--- src/rtl/regfile_wb_arbiter_if.sv ---
// Writeback bus between two requesters (ALU, load), the register-file
// write port and the forwarding query. The arbiter takes the slave side.
interface regfile_wb_arbiter_if;
  logic        a_valid;
  logic [4:0]  a_dest;
  logic [31:0] a_data;
  logic        a_ready;
  logic        b_valid;
  logic [4:0]  b_dest;
  logic [31:0] b_data;
  logic        b_ready;
  logic        clr_start;
  logic        busy;
  logic        wr_en;
  logic [4:0]  wr_dest;
  logic [31:0] wr_data;
  logic [4:0]  q_reg;
  logic        q_hit;
  logic [31:0] q_data;

  modport master (
    output a_valid, a_dest, a_data, b_valid, b_dest, b_data, clr_start, q_reg,
    input  a_ready, b_ready, busy, wr_en, wr_dest, wr_data, q_hit, q_data
  );

  modport slave (
    input  a_valid, a_dest, a_data, b_valid, b_dest, b_data, clr_start, q_reg,
    output a_ready, b_ready, busy, wr_en, wr_dest, wr_data, q_hit, q_data
  );
endinterface

--- src/rtl/regfile_wb_arbiter.sv ---
// Round-robin writeback arbiter for a 32x32 register file with a clear
// sweep that zeroes registers 1..31 and a single-entry forwarding query.
module regfile_wb_arbiter (
  input logic                 clk,
  input logic                 reset,
  regfile_wb_arbiter_if.slave bus
);

  typedef enum logic {IDLE = 1'b0, CLEAR = 1'b1} state_t;

  localparam logic GRANT_A = 1'b0;
  localparam logic GRANT_B = 1'b1;

  state_t      state_q, state_d;
  logic [4:0]  clr_idx_q, clr_idx_d;
  logic        last_grant_q, last_grant_d;
  logic        busy_q, busy_d;
  logic        wr_en_q, wr_en_d;
  logic [4:0]  wr_dest_q, wr_dest_d;
  logic [31:0] wr_data_q, wr_data_d;

  logic accept_open;
  logic a_acc;
  logic b_acc;

  // Grant decision: a clear request or reset closes the handshake window;
  // on contention the requester not granted last wins.
  always_comb begin
    accept_open = !reset && (state_q == IDLE) && !bus.clr_start;
    a_acc = accept_open && bus.a_valid && (!bus.b_valid || (last_grant_q == GRANT_B));
    b_acc = accept_open && bus.b_valid && (!bus.a_valid || (last_grant_q == GRANT_A));
  end

  assign bus.a_ready = a_acc;
  assign bus.b_ready = b_acc;
  assign bus.busy    = busy_q;
  assign bus.wr_en   = wr_en_q;
  assign bus.wr_dest = wr_dest_q;
  assign bus.wr_data = wr_data_q;
  assign bus.q_hit   = wr_en_q && (wr_dest_q == bus.q_reg) && (bus.q_reg != 5'd0);
  assign bus.q_data  = wr_data_q;

  // Next-state: accepted writes land one cycle later; the sweep presents
  // one cleared index per cycle and stops after 31 without wrapping.
  always_comb begin
    state_d      = state_q;
    clr_idx_d    = clr_idx_q;
    last_grant_d = last_grant_q;
    busy_d       = busy_q;
    wr_en_d      = 1'b0;
    wr_dest_d    = wr_dest_q;
    wr_data_d    = wr_data_q;
    case (state_q)
      IDLE: begin
        if (bus.clr_start) begin
          state_d   = CLEAR;
          busy_d    = 1'b1;
          clr_idx_d = 5'd1;
          wr_en_d   = 1'b1;
          wr_dest_d = 5'd1;
          wr_data_d = 32'd0;
        end else if (a_acc) begin
          last_grant_d = GRANT_A;
          wr_en_d      = (bus.a_dest != 5'd0);
          wr_dest_d    = bus.a_dest;
          wr_data_d    = bus.a_data;
        end else if (b_acc) begin
          last_grant_d = GRANT_B;
          wr_en_d      = (bus.b_dest != 5'd0);
          wr_dest_d    = bus.b_dest;
          wr_data_d    = bus.b_data;
        end
      end
      CLEAR: begin
        if (clr_idx_q == 5'd31) begin
          state_d   = IDLE;
          busy_d    = 1'b0;
          clr_idx_d = 5'd0;
        end else begin
          clr_idx_d = clr_idx_q + 5'd1;
          wr_en_d   = 1'b1;
          wr_dest_d = clr_idx_q + 5'd1;
          wr_data_d = 32'd0;
        end
      end
      default: begin
        state_d = IDLE;
        busy_d  = 1'b0;
      end
    endcase
  end

  // State and registered outputs; reset aborts any sweep in progress.
  always_ff @(posedge clk) begin
    if (reset) begin
      state_q      <= IDLE;
      clr_idx_q    <= 5'd0;
      last_grant_q <= GRANT_B;
      busy_q       <= 1'b0;
      wr_en_q      <= 1'b0;
      wr_dest_q    <= 5'd0;
      wr_data_q    <= 32'd0;
    end else begin
      state_q      <= state_d;
      clr_idx_q    <= clr_idx_d;
      last_grant_q <= last_grant_d;
      busy_q       <= busy_d;
      wr_en_q      <= wr_en_d;
      wr_dest_q    <= wr_dest_d;
      wr_data_q    <= wr_data_d;
    end
  end

endmodule
--- src/flat_wrapper.sv ---
// flat-port wrapper written by rule: the top's interface ports become plain ports
module regfile_wb_arbiter_flat 
  (clk, reset, bus_a_valid, bus_a_dest, bus_a_data, bus_b_valid, bus_b_dest, bus_b_data, bus_clr_start, bus_q_reg, bus_a_ready, bus_b_ready, bus_busy, bus_wr_en, bus_wr_dest, bus_wr_data, bus_q_hit, bus_q_data);
  regfile_wb_arbiter_if bus_i ();
  input logic clk;
  input logic reset;
  input wire logic [$bits(bus_i.a_valid)-1:0] bus_a_valid;
  input wire logic [$bits(bus_i.a_dest)-1:0] bus_a_dest;
  input wire logic [$bits(bus_i.a_data)-1:0] bus_a_data;
  input wire logic [$bits(bus_i.b_valid)-1:0] bus_b_valid;
  input wire logic [$bits(bus_i.b_dest)-1:0] bus_b_dest;
  input wire logic [$bits(bus_i.b_data)-1:0] bus_b_data;
  input wire logic [$bits(bus_i.clr_start)-1:0] bus_clr_start;
  input wire logic [$bits(bus_i.q_reg)-1:0] bus_q_reg;
  output wire logic [$bits(bus_i.a_ready)-1:0] bus_a_ready;
  output wire logic [$bits(bus_i.b_ready)-1:0] bus_b_ready;
  output wire logic [$bits(bus_i.busy)-1:0] bus_busy;
  output wire logic [$bits(bus_i.wr_en)-1:0] bus_wr_en;
  output wire logic [$bits(bus_i.wr_dest)-1:0] bus_wr_dest;
  output wire logic [$bits(bus_i.wr_data)-1:0] bus_wr_data;
  output wire logic [$bits(bus_i.q_hit)-1:0] bus_q_hit;
  output wire logic [$bits(bus_i.q_data)-1:0] bus_q_data;
  assign bus_i.a_valid = bus_a_valid;
  assign bus_i.a_dest = bus_a_dest;
  assign bus_i.a_data = bus_a_data;
  assign bus_i.b_valid = bus_b_valid;
  assign bus_i.b_dest = bus_b_dest;
  assign bus_i.b_data = bus_b_data;
  assign bus_i.clr_start = bus_clr_start;
  assign bus_i.q_reg = bus_q_reg;
  assign bus_a_ready = bus_i.a_ready;
  assign bus_b_ready = bus_i.b_ready;
  assign bus_busy = bus_i.busy;
  assign bus_wr_en = bus_i.wr_en;
  assign bus_wr_dest = bus_i.wr_dest;
  assign bus_wr_data = bus_i.wr_data;
  assign bus_q_hit = bus_i.q_hit;
  assign bus_q_data = bus_i.q_data;
  regfile_wb_arbiter u_core (.clk(clk), .reset(reset), .bus(bus_i));
endmodule
--- config.mk ---
export PLATFORM = sky130hd
export DESIGN_NAME = regfile_wb_arbiter_flat
export DESIGN_NICKNAME = d
export VERILOG_FILES = /design/src/rtl/regfile_wb_arbiter_if.sv /design/src/rtl/regfile_wb_arbiter.sv /design/src/flat_wrapper.sv
export SDC_FILE = /design/constraint.sdc
export NUM_CORES = 1
export LEC_CHECK = 0
export CAP_MARGIN = 30
export CORE_MARGIN = 4
export CORE_UTILIZATION = 43
export CTS_BUF_LIST = sky130_fd_sc_hd__clkbuf_4
export DETAILED_ROUTE_END_ITERATION = 10
export PLACE_DENSITY = 0.95
export SLEW_MARGIN = 20
export SYNTH_ARGS = -nofsm -noshare
export SYNTH_HDL_FRONTEND = slang
export SYNTH_SLANG_ARGS = --single-unit
--- constraint.sdc ---
create_clock -name clk -period 3.8 [get_ports clk]
set_input_delay 0.95 -clock clk [delete_from_list [all_inputs] [get_ports clk]]
set_output_delay 0.95 -clock clk [all_outputs]
set_load 0.01 [all_outputs]
==> impl_metrics.env <==
export IMPL_outcome="finished, final reports clean"
export IMPL_hold_depth=2
export IMPL_regArea_um2=920.9
export IMPL_clockPowerShare=0.226
export IMPL_synth_edf_count=0
export IMPL_yosysWarnings=0
export IMPL_finalHoldViolCount=0
export IMPL_final_util=0.6548
export IMPL_worstPathMaxFanout=1
export IMPL_place_gp_congestion=0.8197
export IMPL_fill_cells=545
export IMPL_grt_pass1_wl_um=13240
export IMPL_sequentialPowerShare=0.512
export IMPL_r2r_cells=8
export IMPL_post_dp_hpwl_um=6384
export IMPL_synth_avg_cell_area_um2=7.705
export IMPL_layout_min_cycle_time_ns=3.454
export IMPL_path_delay_family="buffers and inverters"
export IMPL_rsz0062_at_grt="false"
export IMPL_ys_seq_area_frac=0.3311
export IMPL_synthesis_area_um2=2781
export IMPL_yosysUniqueCellTypes=37
export IMPL_power_switching_w=0.0002775
export IMPL_grtUsageTotal=0.2098
export IMPL_wirelength_um=8416
export IMPL_cts_setup_buffers=0
export IMPL_drc=0
export IMPL_viasPerCell=5.305
export IMPL_hp_class="reg -> reg"
export IMPL_grt_max_degree=76
export IMPL_maxCapViolations=0
export IMPL_finalSetupTns_ns=0
export IMPL_ir_drop_uv=180.1
export IMPL_syn_to_final_growth_pct=48.63
export IMPL_clock_latency_ns=0.35
export IMPL_clock_sinks=46
export IMPL_synthesis_nets=447
export IMPL_postCtsResizedCells=0
export IMPL_root_buffer="clkbuf_4"
export IMPL_worst_path_most_repeated_cell="clkdlybuf4s50_1"
export IMPL_maxSlewHeadroom=0.5897
export IMPL_netlist_top_cells_area="dfxtp_1, buf_4, and3_1"
export IMPL_synth_ff_type="dfxtp_1"
export IMPL_cp_buffers_inverters=2
export IMPL_drtIter0Drc=144
export IMPL_startpoint_type="input port"
export IMPL_synth_top_cell_by_area="dfxtp_1"
export IMPL_ys_async_sr_fraction=0
export IMPL_rows=29
export IMPL_maxSlewViolCount=0
export IMPL_ctsHoldBuffers=0
export IMPL_fin_worst_skew_ns=0.01898
export IMPL_cts_buffers=5
export IMPL_r2r_slack_ns=1.28
export IMPL_endpoint_kind="output port"
export IMPL_vias=2902
export IMPL_die_h_um=88.43
export IMPL_multi_input_area_um2=1448
export IMPL_dr_pass1_iters=4
export IMPL_cp_arrival_ns=2.50
export IMPL_clk_path_buf_depth=2
export IMPL_cpPeakStageDelay_ns=0.54
export IMPL_dieArea_um2=7819
export IMPL_coreArea_um2=6314
export IMPL_critPathKind="in -> out"
export IMPL_synth_top_cell_area_share=0.3311
export IMPL_leakage_nw=1.589
export IMPL_num_antenna_cells=0
export IMPL_die_x_um=88.43
export IMPL_p_int_w=0.0007355
export IMPL_antenna_found_initial=0
export IMPL_synth_cells=361
export IMPL_path_depth=6
export IMPL_max_freq_mhz=289.5
export IMPL_synth_seq_cells=46
export IMPL_final_net_count=555
export IMPL_cp_required_ns=2.85
export IMPL_port_buffer_count=157
export IMPL_tightest_slew_ns=0.6155
export IMPL_drive_above_1_share=0.03830
export IMPL_wl_per_cell_um=15.39
export IMPL_p_comb_frac=0.263
export IMPL_p_per_area_nw_per_um2=245.0
export IMPL_first_global_vias=2899
export IMPL_setup_violations=0
export IMPL_cts_tree="yes"
export IMPL_finalCritPeriodShare=0.9090
export IMPL_crit_chain="clkdlybuf4s50_1, xor2_1, nor3_1, nand3_1, nor2_1, clkdlybuf4s50_1"
export IMPL_switching_share=0.2739
export IMPL_drtAntennaViolNets=0
export IMPL_ios=158
export IMPL_critPathSlowestCell="clkdlybuf4s50_1"
export IMPL_htree_levels=2
export IMPL_start_util=0.4405
export IMPL_grt_ovfl_total=0
export IMPL_clk_pin_slew_ns=0.13
-- kinds of logic (layout without fill, tap and decap cells) --
logic type	after synthesis	after routing	synth area share
fa+ha+maj	2	2	0.008995
xor+xnor	6	6	0.01889
flops	46	46	0.3311
simple gates	111	111	0.2042
compound gates	133	133	0.2875
buf+inv	63	172	0.1493
-- final timing paths --
kind	from	endpoint
min reg2reg	u_core.bus.q_data[29]	u_core.bus.q_data[29]
max	bus_q_reg[2]	bus_q_hit
max reg2reg	u_core.clr_idx_q[0]	u_core.bus.q_data[11]
min	u_core.bus.q_data[29]	u_core.bus.q_data[29]
-- through the flow --
| step | hold WS [ns] | cells | setup slack (ns) | total power, W | area (um^2) |
|---|---|---|---|---|---|
| 6_report | 0.4766 | 547 | 0.3459 | 0.001013 | 4134 |
| 5_1_grt | 0.4963 | 547 | 0.2393 | 0.001067 | 4134 |
| 4_1_cts | 0.4798 | 547 | 0.3432 | 0.001024 | 4134 |
| 3_5_place_dp | 0.4614 | 539 | 0.3446 | 0.0007955 | 4080 |
| 3_3_place_gp | 0.4527 | 539 | 0.4063 | 0.0007865 | 4080 |
| 2_1_floorplan | 0.4791 | 361 | 1.223 | 0.0006566 | 2781 |
-- worst min-delay path: stages (launching register included) --
cell and delay (ns):
dfxtp_1 0.34, nand2_1 0.06, a21oi_1 0.05
-- cells in the final DEF, fill, tap and decap left out, drive strengths merged --
cell type      instances
or2                    1
o32a                   1
nand2                 37
a311oi                 3
nor2b                  2
and2                   1
dfxtp                 46
o21ai                 42
o22a                   1
o311ai                 1
ha                     2
o21bai                 2
and2b                  1
a211oi                 2
buf                    7
inv                    1
nand2b                 2
nor3                   4
or3                    1
xor2                   4
a21oi                 43
nor4                   1
xnor2                  2
or4                    1
clkbuf                 6
clkinv                 2
a21boi                37
clkdlybuf4s50        156
a21o                   1
and3                  41
nor3b                  2
nand3                  3
nor2                  14
-- power groups by stage --
stage               Sequential (W)  Combinational, W  Clock [W]
global route              0.000521          0.000290   0.000255
global placement          0.000527          0.000259          0
detailed placement        0.000529          0.000267          0
CTS                       0.000518          0.000267   0.000238
finish                    0.000518          0.000266   0.000228
floorplan                 0.000530          0.000127          0
-- cells in the mapped netlist, drive strengths merged, types with 2 or more instances --
| cell | count |
|---|---|
| nor2 | 14 |
| a211oi | 2 |
| and3 | 41 |
| o21ai | 42 |
| nand3 | 3 |
| clkbuf | 11 |
| a21oi | 43 |
| nand2b | 2 |
| nor3b | 2 |
| a21boi | 37 |
| xnor2 | 2 |
| nor3 | 4 |
| ha | 2 |
| o21bai | 2 |
| xor2 | 4 |
| a311oi | 3 |
| dfxtp | 46 |
| nand2 | 37 |
| nor2b | 2 |
| buf | 51 |
-- sequential cells by signal (all words and copies together), names as in the netlist --
signal,count
u_core.last_grant_q,1
u_core.bus.wr_dest,5
u_core.clr_idx_q,5
u_core.bus.busy,1
u_core.state_q,1
u_core.bus.wr_en,1
u_core.bus.q_data,32
-- layer usage --
layer	global-route usage	vias to the layer above	part of all wire
li1	-	1447	-
met1	0.2433	1319	0.40
met2	0.3861	122	0.52
met3	0.04190	14	0.067
met4	0.06456	0	0.015
met5	0	-	0
-- area by class of cell --
cell class,instances,area share
Clock buffer,6,0.01090
Clock inverter,2,0.002119
Inverter,1,0.0009080
Multi-Input combinational cell,252,0.3502
Sequential cell,46,0.2228
Tap cell,77,0.02331
Timing Repair Buffer,163,0.3898
Power figures use the tool's default switching activity.
